--- src/rtl/branch_predictor.sv ---
// rtl/branch_predictor.sv - direct-mapped BTB plus 2-bit counter direction predictor with EX-stage training
// Optional global-history indexing of the counter table is enabled by defining BP_GSHARE_EN.
module branch_predictor #(
  parameter int INDEX_BITS = 6,
  parameter int TAG_BITS   = 8
) (
  input  logic                  clk,
  input  logic                  reset,
  input  logic [31:0]           pc_F,
  output logic                  predict_taken_F,
  output logic [31:0]           predict_target_F,
  output logic [INDEX_BITS-1:0] pred_index_F,
  input  logic                  update_en_E,
  input  logic                  is_branch_E,
  input  logic                  taken_E,
  input  logic [31:0]           pc_E,
  input  logic [31:0]           target_E,
  input  logic                  pred_taken_E,
  input  logic [31:0]           pred_target_E,
  input  logic [INDEX_BITS-1:0] pred_index_E,
  output logic                  mispredict_E,
  output logic [31:0]           redirect_pc_E
);

  localparam int ENTRIES = 1 << INDEX_BITS;

  logic                valid   [ENTRIES];
  logic [TAG_BITS-1:0] tags    [ENTRIES];
  logic [31:0]         targets [ENTRIES];
  logic [1:0]          cnt     [ENTRIES];

  logic [INDEX_BITS-1:0] idx_F, idx_E;
  logic [TAG_BITS-1:0]   tag_F, tag_E;
  logic                  hit_F, hit_E;
  logic [1:0]            cnt_next;

  assign idx_F = pc_F[INDEX_BITS+1:2];
  assign idx_E = pc_E[INDEX_BITS+1:2];
  assign tag_F = pc_F[INDEX_BITS+TAG_BITS+1:INDEX_BITS+2];
  assign tag_E = pc_E[INDEX_BITS+TAG_BITS+1:INDEX_BITS+2];
  assign hit_F = valid[idx_F] && (tags[idx_F] == tag_F);
  assign hit_E = valid[idx_E] && (tags[idx_E] == tag_E);

`ifdef BP_GSHARE_EN
  logic [INDEX_BITS-1:0] ghr;

  // History is only advanced by resolved conditional branches, never speculatively.
  always_ff @(posedge clk or posedge reset) begin
    if (reset) begin
      ghr <= '0;
    end else if (update_en_E && is_branch_E) begin
      ghr <= {ghr[INDEX_BITS-2:0], taken_E};
    end
  end

  assign pred_index_F = idx_F ^ ghr;
`else
  assign pred_index_F = idx_F;
`endif

  assign predict_taken_F  = !reset && hit_F && cnt[pred_index_F][1];
  assign predict_target_F = predict_taken_F ? targets[idx_F] : pc_F + 32'd4;

  assign mispredict_E  = update_en_E &&
                         ((pred_taken_E != taken_E) || (taken_E && (pred_target_E != target_E)));
  assign redirect_pc_E = taken_E ? target_E : pc_E + 32'd4;

  // A fresh allocation overrides the normal saturating step.
  always_comb begin
    cnt_next = cnt[pred_index_E];
    if (taken_E && !hit_E) begin
      cnt_next = is_branch_E ? 2'b10 : 2'b11;
    end else if (!is_branch_E) begin
      cnt_next = 2'b11;
    end else if (taken_E) begin
      if (cnt_next != 2'b11) cnt_next = cnt_next + 2'd1;
    end else begin
      if (cnt_next != 2'b00) cnt_next = cnt_next - 2'd1;
    end
  end

  always_ff @(posedge clk or posedge reset) begin
    if (reset) begin
      for (int i = 0; i < ENTRIES; i++) begin
        valid[i] <= 1'b0;
        cnt[i]   <= 2'b01;
      end
    end else if (update_en_E) begin
      cnt[pred_index_E] <= cnt_next;
      if (taken_E) valid[idx_E] <= 1'b1;
    end
  end

  // Tag/target need no reset: they are only observed through a set valid bit.
  always_ff @(posedge clk) begin
    if (update_en_E && taken_E) begin
      tags[idx_E]    <= tag_E;
      targets[idx_E] <= target_E;
    end
  end

endmodule
--- config.mk ---
export PLATFORM = sky130hd
export DESIGN_NAME = branch_predictor
export DESIGN_NICKNAME = d
export VERILOG_FILES = /design/src/rtl/branch_predictor.sv
export SDC_FILE = /design/constraint.sdc
export NUM_CORES = 2
export LEC_CHECK = 0
export CAP_MARGIN = 20
export CORE_ASPECT_RATIO = 0.5
export CORE_MARGIN = 2
export CORE_UTILIZATION = 30
export CTS_CLUSTER_DIAMETER = 200
export DETAILED_ROUTE_END_ITERATION = 8
export DONT_BUFFER_PORTS = 1
export PLACE_DENSITY_LB_ADDON = 0.2
export SYNTH_ARGS = -nofsm -noshare
export SYNTH_HDL_FRONTEND = slang
export SYNTH_SLANG_ARGS = --single-unit
--- constraint.sdc ---
create_clock -name clk -period 19.26 [get_ports clk]
set_input_delay 5.778 -clock clk [delete_from_list [all_inputs] [get_ports clk]]
set_output_delay 5.778 -clock clk [all_outputs]
set_load 0.005 [all_outputs]
==> impl_results.md <==
- Drt pass-1 iters: 6
- Largest net degree at the start of global routing: 684
- Hold Crit Class: flip-flop to flip-flop
- Top-count cell post-synth: edfxtp_1
- Filler-free cell count of the finished design: 10,940
- Clk root buf: clkbuf_16
- Worst r2r src: tags[3][0]
- Fin. Hold Viols: 0
- #FFs+latches synth: 2,752
- Synth cell types: 76
- Clk slew on worst S/H paths: 0.06 ns
- Synth Instances: 5,565
- Final worst slack: 2.084 ns
- Iter 0 DRT Violations: 9,461
- Remaining antenna violation count after routing: 0
- Die height: 439.2 µm
- Synth warn: 0
- Ports: 212
- Vias in the first global route: 60,491
- Via Count: 60,887
- Period utilization: 0.8918
- Hold-fix buffers, CTS: 0
- Post-DP HPWL: 214,600 µm
- Final worst path period need: 17.18 ns
- Actual slew at the worst max-slew pin: 1.401 ns
- Cell taking the most area after synthesis: edfxtp_1
- H-tree depth: 5
- Hold Crit Endpoint: valid[58]
- Clk_lat worst skew: 0.85 ns
- Inst Count DP: 10,420
- Primary FF master, synth: edfxtp_1
- Reg2reg path depth: 9
- Crit start category: input pin
- CTS tree: built
- Layout cells sized above 1: 0.2843
- Hold path cells: 1
- Hold Crit Start: valid[58]
- Worst clock skew: 0.03225 ns
- Util after Layout: 0.3422
- Detailed Route WL: 391,000 µm
- Post-CTS Setup Bufs: 0
- P_leak: 40.10 nW
- Place WS: 3.438 ns
- Area delta synth->final: 13.26%
- Setup violations, final: 0
- CP Capture Type: output port
- FMAX: 0.05822 GHz
- Port Buf Inserts: 0
- Max Fanout on Critical Path: 200
- Final Max Tran Viols: 0
- Commonest cells in the netlist: 2,560 x edfxtp_1, 879 x mux4_2, 303 x nor2_1
- Total Power: 12.69 mW
- Register area share after synthesis: 0.7194
- Number of flops mapped to enable cells by yosys: 2,560
- Drt via density: 5.566
- Die area: 384,100 µm²
- Max-Cap Viols: 0
- Critical Path AT: 11.40 ns
- Clk buf depth: 4
- GRT Util Overall: 0.1977
- Hold WS: 0.4961 ns
- Final-stage net count: 5,784
- Area of the core: 376,200 µm²
- Syn avg cell area: 20.42 µm²
- Power Density: 98.56 nW/µm²
- RSZ-0062 raised after global routing: no
- Setup tns final: 0 ns
- Finished Cell Area: 128,700 µm²
- Global route overflow: 0
- CP Class: input pin to output port
- R2r endpoint: cnt[93]
- CP required: 13.48 ns
- Flop-to-flop setup slack: 15.00 ns
- Final Wtd Congestion: 0.8661
- DRC viols: 0
- Top cells by area, synth: edfxtp_1 68%, mux4_2 17%, dfrtp_1 2.8%
- Synthesized net count: 5,707
- Die Wd: 874.4 µm
- CTS Sinks: 2,752
- Top cell type's share of synthesized area: 0.6764
- Placed inst area: 119,900 µm²
- Outcome: finished, final reports clean
- Worst rel slew slack: 0.06597
- Global-route wire length before repair: 525,800 µm
- Ys async rst share: 0.06977
- Antenna violations before repair: 33
- PostCTS Resize Cnt: 0
- Synthesized area: 113,600 µm²
- Starting density of the core: 0.3021
- Layout fillers: 34,880
- Drt wl/cell: 35.74 µm
- VDD IR max: 0.00005508 V
- Placement Rows: 159
- Inserted Clock Buffers: 282
## cells by family after synthesis
family	Yosys count	synth area share
and+or+nand+nor	736	0.03104
buffers and inverters	358	0.01501
AOI/OAI and AO/OA	459	0.02620
muxes	1153	0.2000
DFF	2752	0.7194
xor gates and xnor gates	105	0.008092
adders and majority gates	2	0.0002202
## power by group
| group | internal, mW | switching [mW] | total (mW) |
|---|---|---|---|
| sequential | 6.64 | 0.0803 | 6.72 |
| combinational | 0.337 | 0.347 | 0.684 |
| clock | 2.95 | 2.33 | 5.28 |
| total | 9.93 | 2.76 | 12.7 |
## metal layers
metal	GRT usage	vias up	routed length (µm)
li1	-	23488	-
met3	0.03363	665	31350
met4	0.06574	6	15280
met2	0.3094	3155	178600
met1	0.2813	33573	165700
met5	0	-	35
## state kept, by name, indices dropped and copies added (netlist names)
| name | cells |
|---|---|
| cnt | 128 |
| tags | 512 |
| targets | 2048 |
| valid | 64 |
## worst max-delay path by stage
stage | start | endpoint | slack, ns
CTS | pc_F[2] | predict_target_F[21] | 3.42
floorplan | reset | predict_target_F[10] | 1.05
global route | pc_F[3] | predict_target_F[21] | 1.89
global placement | pc_F[2] | predict_target_F[20] | 3.44
finish | pc_F[3] | predict_target_F[21] | 2.08
detailed placement | pc_F[2] | predict_target_F[21] | 3.44
## final cells by class
cell class / count / area (µm²) / area share
Tap cell: 5071 / 6345 / 0.04929
Inverter: 14 / 60.06 / 0.0004666
Sequential cell: 2752 / 81760 / 0.6352
Clock inverter: 131 / 912.1 / 0.007086
Timing Repair Buffer: 137 / 1261 / 0.009798
Clock buffer: 361 / 7639 / 0.05934
Antenna cell: 19 / 47.55 / 0.0003694
Multi-Input combinational cell: 2455 / 30700 / 0.2385
## worst max-delay path: stages
cell	delay, ns
buf_16	0.75
buf_16	0.75
mux4_2	0.61
nor2_1	0.10
a21oi_1	0.07
a31o_2	0.32
a311oi_1	0.77
xnor2_1	0.14
or4_1	0.42
or4_4	0.87
mux2_4	0.46
## layout by cell type (no fill, tap or decap), types with 51 or more instances in the layout
cell / instances
nor2_1: 239
a21oi_1: 100
o21ai_0: 70
o22ai_1: 72
clkbuf_1: 64
xnor2_1: 55
nand2_1: 143
a31oi_1: 76
edfxtp_1: 2560
dfrtp_1: 128
clkinv_2: 51
mux4_2: 879
clkinv_1: 56
buf_4: 125
dfstp_2: 64
mux2i_1: 214
nor2_4: 64
or2_2: 66
nand3_1: 67
clkbuf_16: 294
Power figures use the tool's default switching activity.
